$ cat src/rtl/fetch_queue.sv
// Instruction prefetch buffer between instruction memory and the IR: one outstanding fetch, DEPTH-entry FIFO.
// Define FQ_BYPASS_EN to forward a response straight to the head outputs when the FIFO is empty.
module fetch_queue #(
    parameter int unsigned DEPTH = 4,
    parameter int unsigned ADDR_W = 16,
    parameter int unsigned DATA_W = 32,
    parameter logic [ADDR_W-1:0] RESET_PC = '0
) (
    input  logic                     clk,
    input  logic                     rst_f,
    output logic                     im_req,
    output logic [ADDR_W-1:0]        im_addr,
    input  logic [DATA_W-1:0]        im_rdata,
    input  logic                     im_rvalid,
    output logic [DATA_W-1:0]        instr_out,
    output logic [ADDR_W-1:0]        instr_pc,
    output logic                     instr_valid,
    input  logic                     instr_ready,
    input  logic                     flush,
    input  logic [ADDR_W-1:0]        flush_pc,
    output logic [$clog2(DEPTH):0]   count
);

    localparam int unsigned PTR_W = $clog2(DEPTH);
    localparam int unsigned CNT_W = PTR_W + 1;
    localparam logic [CNT_W-1:0] FULL_CNT = CNT_W'(DEPTH);

    typedef enum logic [1:0] {
        S_IDLE,
        S_WAIT,
        S_DROP
    } state_t;

    state_t            state_q, state_d;
    logic [ADDR_W-1:0] fetch_pc_q, fetch_pc_d;
    logic [ADDR_W-1:0] req_pc_q, req_pc_d;
    logic [PTR_W-1:0]  wr_ptr_q, wr_ptr_d;
    logic [PTR_W-1:0]  rd_ptr_q, rd_ptr_d;
    logic [CNT_W-1:0]  count_q, count_d;
    logic [DATA_W-1:0] mem_data_q [DEPTH];
    logic [ADDR_W-1:0] mem_pc_q   [DEPTH];

    logic push;
    logic pop;
    logic bypass;

    always_comb begin
        state_d     = state_q;
        fetch_pc_d  = fetch_pc_q;
        req_pc_d    = req_pc_q;
        wr_ptr_d    = wr_ptr_q;
        rd_ptr_d    = rd_ptr_q;
        count_d     = count_q;
        im_req      = 1'b0;
        im_addr     = fetch_pc_q;
        push        = 1'b0;
        bypass      = 1'b0;
        instr_valid = (count_q != '0);
        instr_out   = mem_data_q[rd_ptr_q];
        instr_pc    = mem_pc_q[rd_ptr_q];

`ifdef FQ_BYPASS_EN
        if (count_q == '0 && state_q == S_WAIT && im_rvalid && !flush) begin
            bypass      = 1'b1;
            instr_valid = 1'b1;
            instr_out   = im_rdata;
            instr_pc    = req_pc_q;
        end
`else
        bypass = 1'b0;
`endif

        unique case (state_q)
            S_IDLE: begin
                if (!flush && count_q < FULL_CNT) begin
                    im_req     = 1'b1;
                    req_pc_d   = fetch_pc_q;
                    fetch_pc_d = fetch_pc_q + ADDR_W'(1);
                    state_d    = S_WAIT;
                end
            end
            S_WAIT: begin
                // A bypassed word that is consumed this cycle never enters the FIFO.
                if (im_rvalid) begin
                    state_d = S_IDLE;
                    push    = !flush && !(bypass && instr_ready);
                end else if (flush) begin
                    state_d = S_DROP;
                end
            end
            S_DROP: begin
                if (im_rvalid) begin
                    state_d = S_IDLE;
                end
            end
            default: state_d = S_IDLE;
        endcase

        pop = (count_q != '0) && instr_ready && !flush;

        if (flush) begin
            fetch_pc_d = flush_pc;
            wr_ptr_d   = '0;
            rd_ptr_d   = '0;
            count_d    = '0;
        end else begin
            if (push) begin
                wr_ptr_d = wr_ptr_q + PTR_W'(1);
            end
            if (pop) begin
                rd_ptr_d = rd_ptr_q + PTR_W'(1);
            end
            count_d = count_q + CNT_W'(push) - CNT_W'(pop);
        end
    end

    always_ff @(posedge clk) begin
        if (rst_f) begin
            state_q    <= S_IDLE;
            fetch_pc_q <= RESET_PC;
            req_pc_q   <= '0;
            wr_ptr_q   <= '0;
            rd_ptr_q   <= '0;
            count_q    <= '0;
            for (int unsigned i = 0; i < DEPTH; i++) begin
                mem_data_q[i] <= '0;
                mem_pc_q[i]   <= '0;
            end
        end else begin
            state_q    <= state_d;
            fetch_pc_q <= fetch_pc_d;
            req_pc_q   <= req_pc_d;
            wr_ptr_q   <= wr_ptr_d;
            rd_ptr_q   <= rd_ptr_d;
            count_q    <= count_d;
            if (push) begin
                mem_data_q[wr_ptr_q] <= im_rdata;
                mem_pc_q[wr_ptr_q]   <= req_pc_q;
            end
        end
    end

    assign count = count_q;

endmodule

$ cat config.mk
export PLATFORM = sky130hd
export DESIGN_NAME = fetch_queue
export DESIGN_NICKNAME = d
export VERILOG_FILES = /design/src/rtl/fetch_queue.sv
export SDC_FILE = /design/constraint.sdc
export NUM_CORES = 1
export LEC_CHECK = 0
export BUFFER_PORTS_ARGS = -buffer_cell sky130_fd_sc_hd__buf_2
export CAP_MARGIN = 20
export CORE_AREA = 2 2 187 189
export CTS_CLUSTER_DIAMETER = 80
export CTS_CLUSTER_SIZE = 8
export DETAILED_ROUTE_END_ITERATION = 8
export DIE_AREA = 0 0 189 191
export GPL_ROUTABILITY_DRIVEN = 0
export GPL_TIMING_DRIVEN = 0
export SLEW_MARGIN = 20
export SYNTH_ARGS = -nofsm -noshare
export SYNTH_HDL_FRONTEND = slang
export SYNTH_SLANG_ARGS = --single-unit
$ cat constraint.sdc
create_clock -name clk -period 7.1 [get_ports clk]
set_input_delay 0.71 -clock clk [delete_from_list [all_inputs] [get_ports clk]]
set_output_delay 0.71 -clock clk [all_outputs]
set_load 0.01 [all_outputs]
==> impl_metrics.csv <==
group,metric,value,unit
outcome,status,"completed",
setup_path,start_kind,"flop",
floorplanning,row_count,68,
setup_path,cp_cell_sequence,"clkbuf_1 -> clkbuf_1 -> mux4_2 -> buf_2",
timing,whs,0.422,ns
yosys,ys.flop_type,"edfxtp_1",
floorplanning,core_region_area,34100,sq um
yosys,synth-seq-cells,235,
clocking,clockBufferDepth,3,
yosys,yosys_warnings,0,
timing,fin_crit_sh,47.0,%
power,p_sw,688,uW
setup_path,timing.critical_path.slowest_cell_delay,0.61,ns
job,max-cap-violations,0,
drt,ant_nets,0,
layout,register_area,6630,sq um
clocking,post_cts_resized,0,
timing,tightestPinTransition,0.763,ns
yosys,ys_types,51,
setup_path,path_max_fanout,10,
min_path,hp-class,"input pin to flop",
setup_path,required,6.39,ns
timing,fin_setup_tns,0,ns
drt,drt-pass1-iter-count,4,
clocking,path_clk_slew,0.05,ns
timing,fmax,300,MHz
layout,final_common_cell,"edfxtp_1",
power,power_density,260,nW/um^2
global_route,antenna_found_initial,2,
global_route,grt_use_total,13.6,%
power,p_total,3.25,mW
global_route,grt_pass1_vias,6639,
setup_path,worstPathArrival,2.62,ns
power,p_comb_share,5.3,%
drt,vias,6305,
global_route,grt_pass1_wl,37500,um
setup_path,crit_path_frequent_cell,"clkbuf_1",
floorplanning,io_pins,122,
drt,drc,0,
timing,drv_slew,0,
clocking,cts_hold_buf,0,
setup_path,r2r-start,"wr_ptr_q[1]",
layout,final_cell_mix,"192 x edfxtp_1, 138 x buf_2, 107 x nor2_1, 85 x nand2_1, 64 x inv_1",
timing,min_period,3.33,ns
timing,rsz0062_at_grt,"no",
power,ir_worst_vdd,0.153,mV
drt,wl_per_cell,17.3,um
yosys,avgSynthCellArea,13.4,sq um
global_route,grt_overflow,0,
yosys,syn_area,10100,sq um
yosys,synthesis.nets,812,
timing,fin_skew,0.0133,ns
min_path,hp-start,"im_rvalid",
drt,avgViaCountPerCell,4.50,
power,clkPwrFrac,46.4,%
power,power.leakage,4.92,nW
setup_path,crit_slowest_cell,"clkbuf_1",
yosys,yosysSeqAreaShare,65.4,%
placement,io_buffers,120,
layout,fillers,3328,
timing,slew_headroom,48.6,%
clocking,cts-buffers-inserted,35,
power,p_int,2.56,mW
floorplanning,fp.dieH,191,um
drt,wirelength,24300,um
clocking,cts_tree,"yes",
clocking,clock_latency,0.48,ns
floorplanning,initial_core_util,29.7,%
yosys,synthCells,755,
power,swShare,21.2,%
clocking,htreeDepth,2,
yosys,synth_edf_count,192,
layout,multi_input_area,3060,sq um
drt,drt_iter0_drc,359,
floorplanning,die_w,189,um
yosys,async_reset_ff_share,0,%
layout,fin_nets,983,
clocking,cts.sinks,235,
power,pwr-share-seq,48.3,%
floorplanning,die_area,36100,sq um
clocking,clockRootBuffer,"clkbuf_16",
timing,setup_viol,0,
timing,hold_viol,0,
layout,areaGrowthSynthToFinish,23.3,%
setup_path,critical_path_class,"flop to output pin",
global_route,grt_max_degree,32,
placement,hpwl,16500,um
setup_path,cp-end-kind,"output pin",
layout,drive_above_1_share,26.8,%
clocking,postCtsSetupBuffers,0,
==> per-stage QoR <==
stage          area, sq um  instances  setup WS [ns]  utilization, %
5_1_grt              12500       1400           3.60            36.6
3_5_place_dp         11500       1344           3.70            33.7
2_1_floorplan        10100        755          0.517               -
6_report             12500       1401           3.77            36.6
3_3_place_gp         11300       1330          -3.70            33.1
4_1_cts              12500       1400           3.66            36.6
==> path summary, 6_finish.rpt <==
path / end / slack [ns] / depth (start not counted)
hold / removal: state_q[1] / 0.42 / 2
setup reg to reg: mem_data_q[2][24] / 3.95 / 8
setup / recovery: instr_out[28] / 3.77 / 4
hold reg to reg: req_pc_q[11] / 0.48 / 2
==> logic make-up (layout without fill, tap and decap cells) <==
logic type,count (synthesis),after routing,synth area share [%]
flops,235,235,65.4
xor+xnor,15,15,1.30
simple gates,293,293,14.0
fa+ha+maj,4,4,0.569
other cells,0,1,0
compound gates,43,43,2.64
mux,55,55,11.4
buf+inv,110,300,4.67
==> power groups by stage <==
stage | logic [mW] | clock network, mW | registers, mW
after CTS | 0.176 | 1.55 | 1.57
after floorplan | 0.0911 | 0 | 1.59
final | 0.172 | 1.51 | 1.57
after global routing | 0.189 | 1.60 | 1.57
after detailed placement | 0.175 | 0 | 1.60
after global placement | 0.163 | 0 | 1.60
==> synth_stat cells (3+ instances only) <==
cell type | n | area (sq um)
edfxtp_1 | 192 | 5770
nor2_1 | 107 | 402
nand2_1 | 86 | 323
inv_1 | 64 | 240
and2_1 | 48 | 300
mux4_2 | 48 | 1080
dfxtp_1 | 43 | 861
a21oi_1 | 25 | 125
clkbuf_1 | 22 | 82.6
buf_2 | 12 | 60.1
xnor2_1 | 10 | 87.6
o21a_1 | 8 | 60.1
nand3_1 | 7 | 35.0
nor3_1 | 7 | 35.0
mux2i_1 | 6 | 60.1
nand4_1 | 6 | 37.5
nor2b_1 | 6 | 37.5
xor2_1 | 5 | 43.8
buf_1 | 4 | 15.0
buf_6 | 3 | 33.8
ha_1 | 3 | 37.5
nor4_4 | 3 | 63.8
o21ai_0 | 3 | 15.0
or3_1 | 3 | 18.8
==> state kept, by name (all words and copies together) (netlist names), named ones only <==
| register | cells |
|---|---|
| rd_ptr_q | 2 |
| mem_data_q | 128 |
| mem_pc_q | 64 |
| state_q | 2 |
| req_pc_q | 16 |
| count | 3 |
| wr_ptr_q | 2 |
| im_addr | 16 |
==> area by class of cell <==
cell class | count | share of cell area, %
clock buffers | 55 | 7.96
flip-flops and latches | 235 | 53.1
plain buffers | 45 | 1.79
diodes | 1 | 0.0200
clock inverters | 1 | 0.0601
well taps | 455 | 4.56
inverters | 65 | 1.99
repair buffers | 134 | 6.05
multi-input cells | 410 | 24.5
==> worst max-delay path, delay by kind of cell, from the launching register on <==
kind     cells  cell delay (ns)
mux          1             0.44
flops        1             0.38
buf+inv      3             1.31
==> routing by layer <==
metal / global-route usage, % / vias to the layer above / share of wire [%]
li1: - / 3013 / -
met1: 17.4 / 3060 / 43
met2: 23.0 / 186 / 48
met3: 3.10 / 44 / 6.3
met4: 4.18 / 2 / 2.6
met5: 0 / - / 0.045
Power figures use the tool's default switching activity.
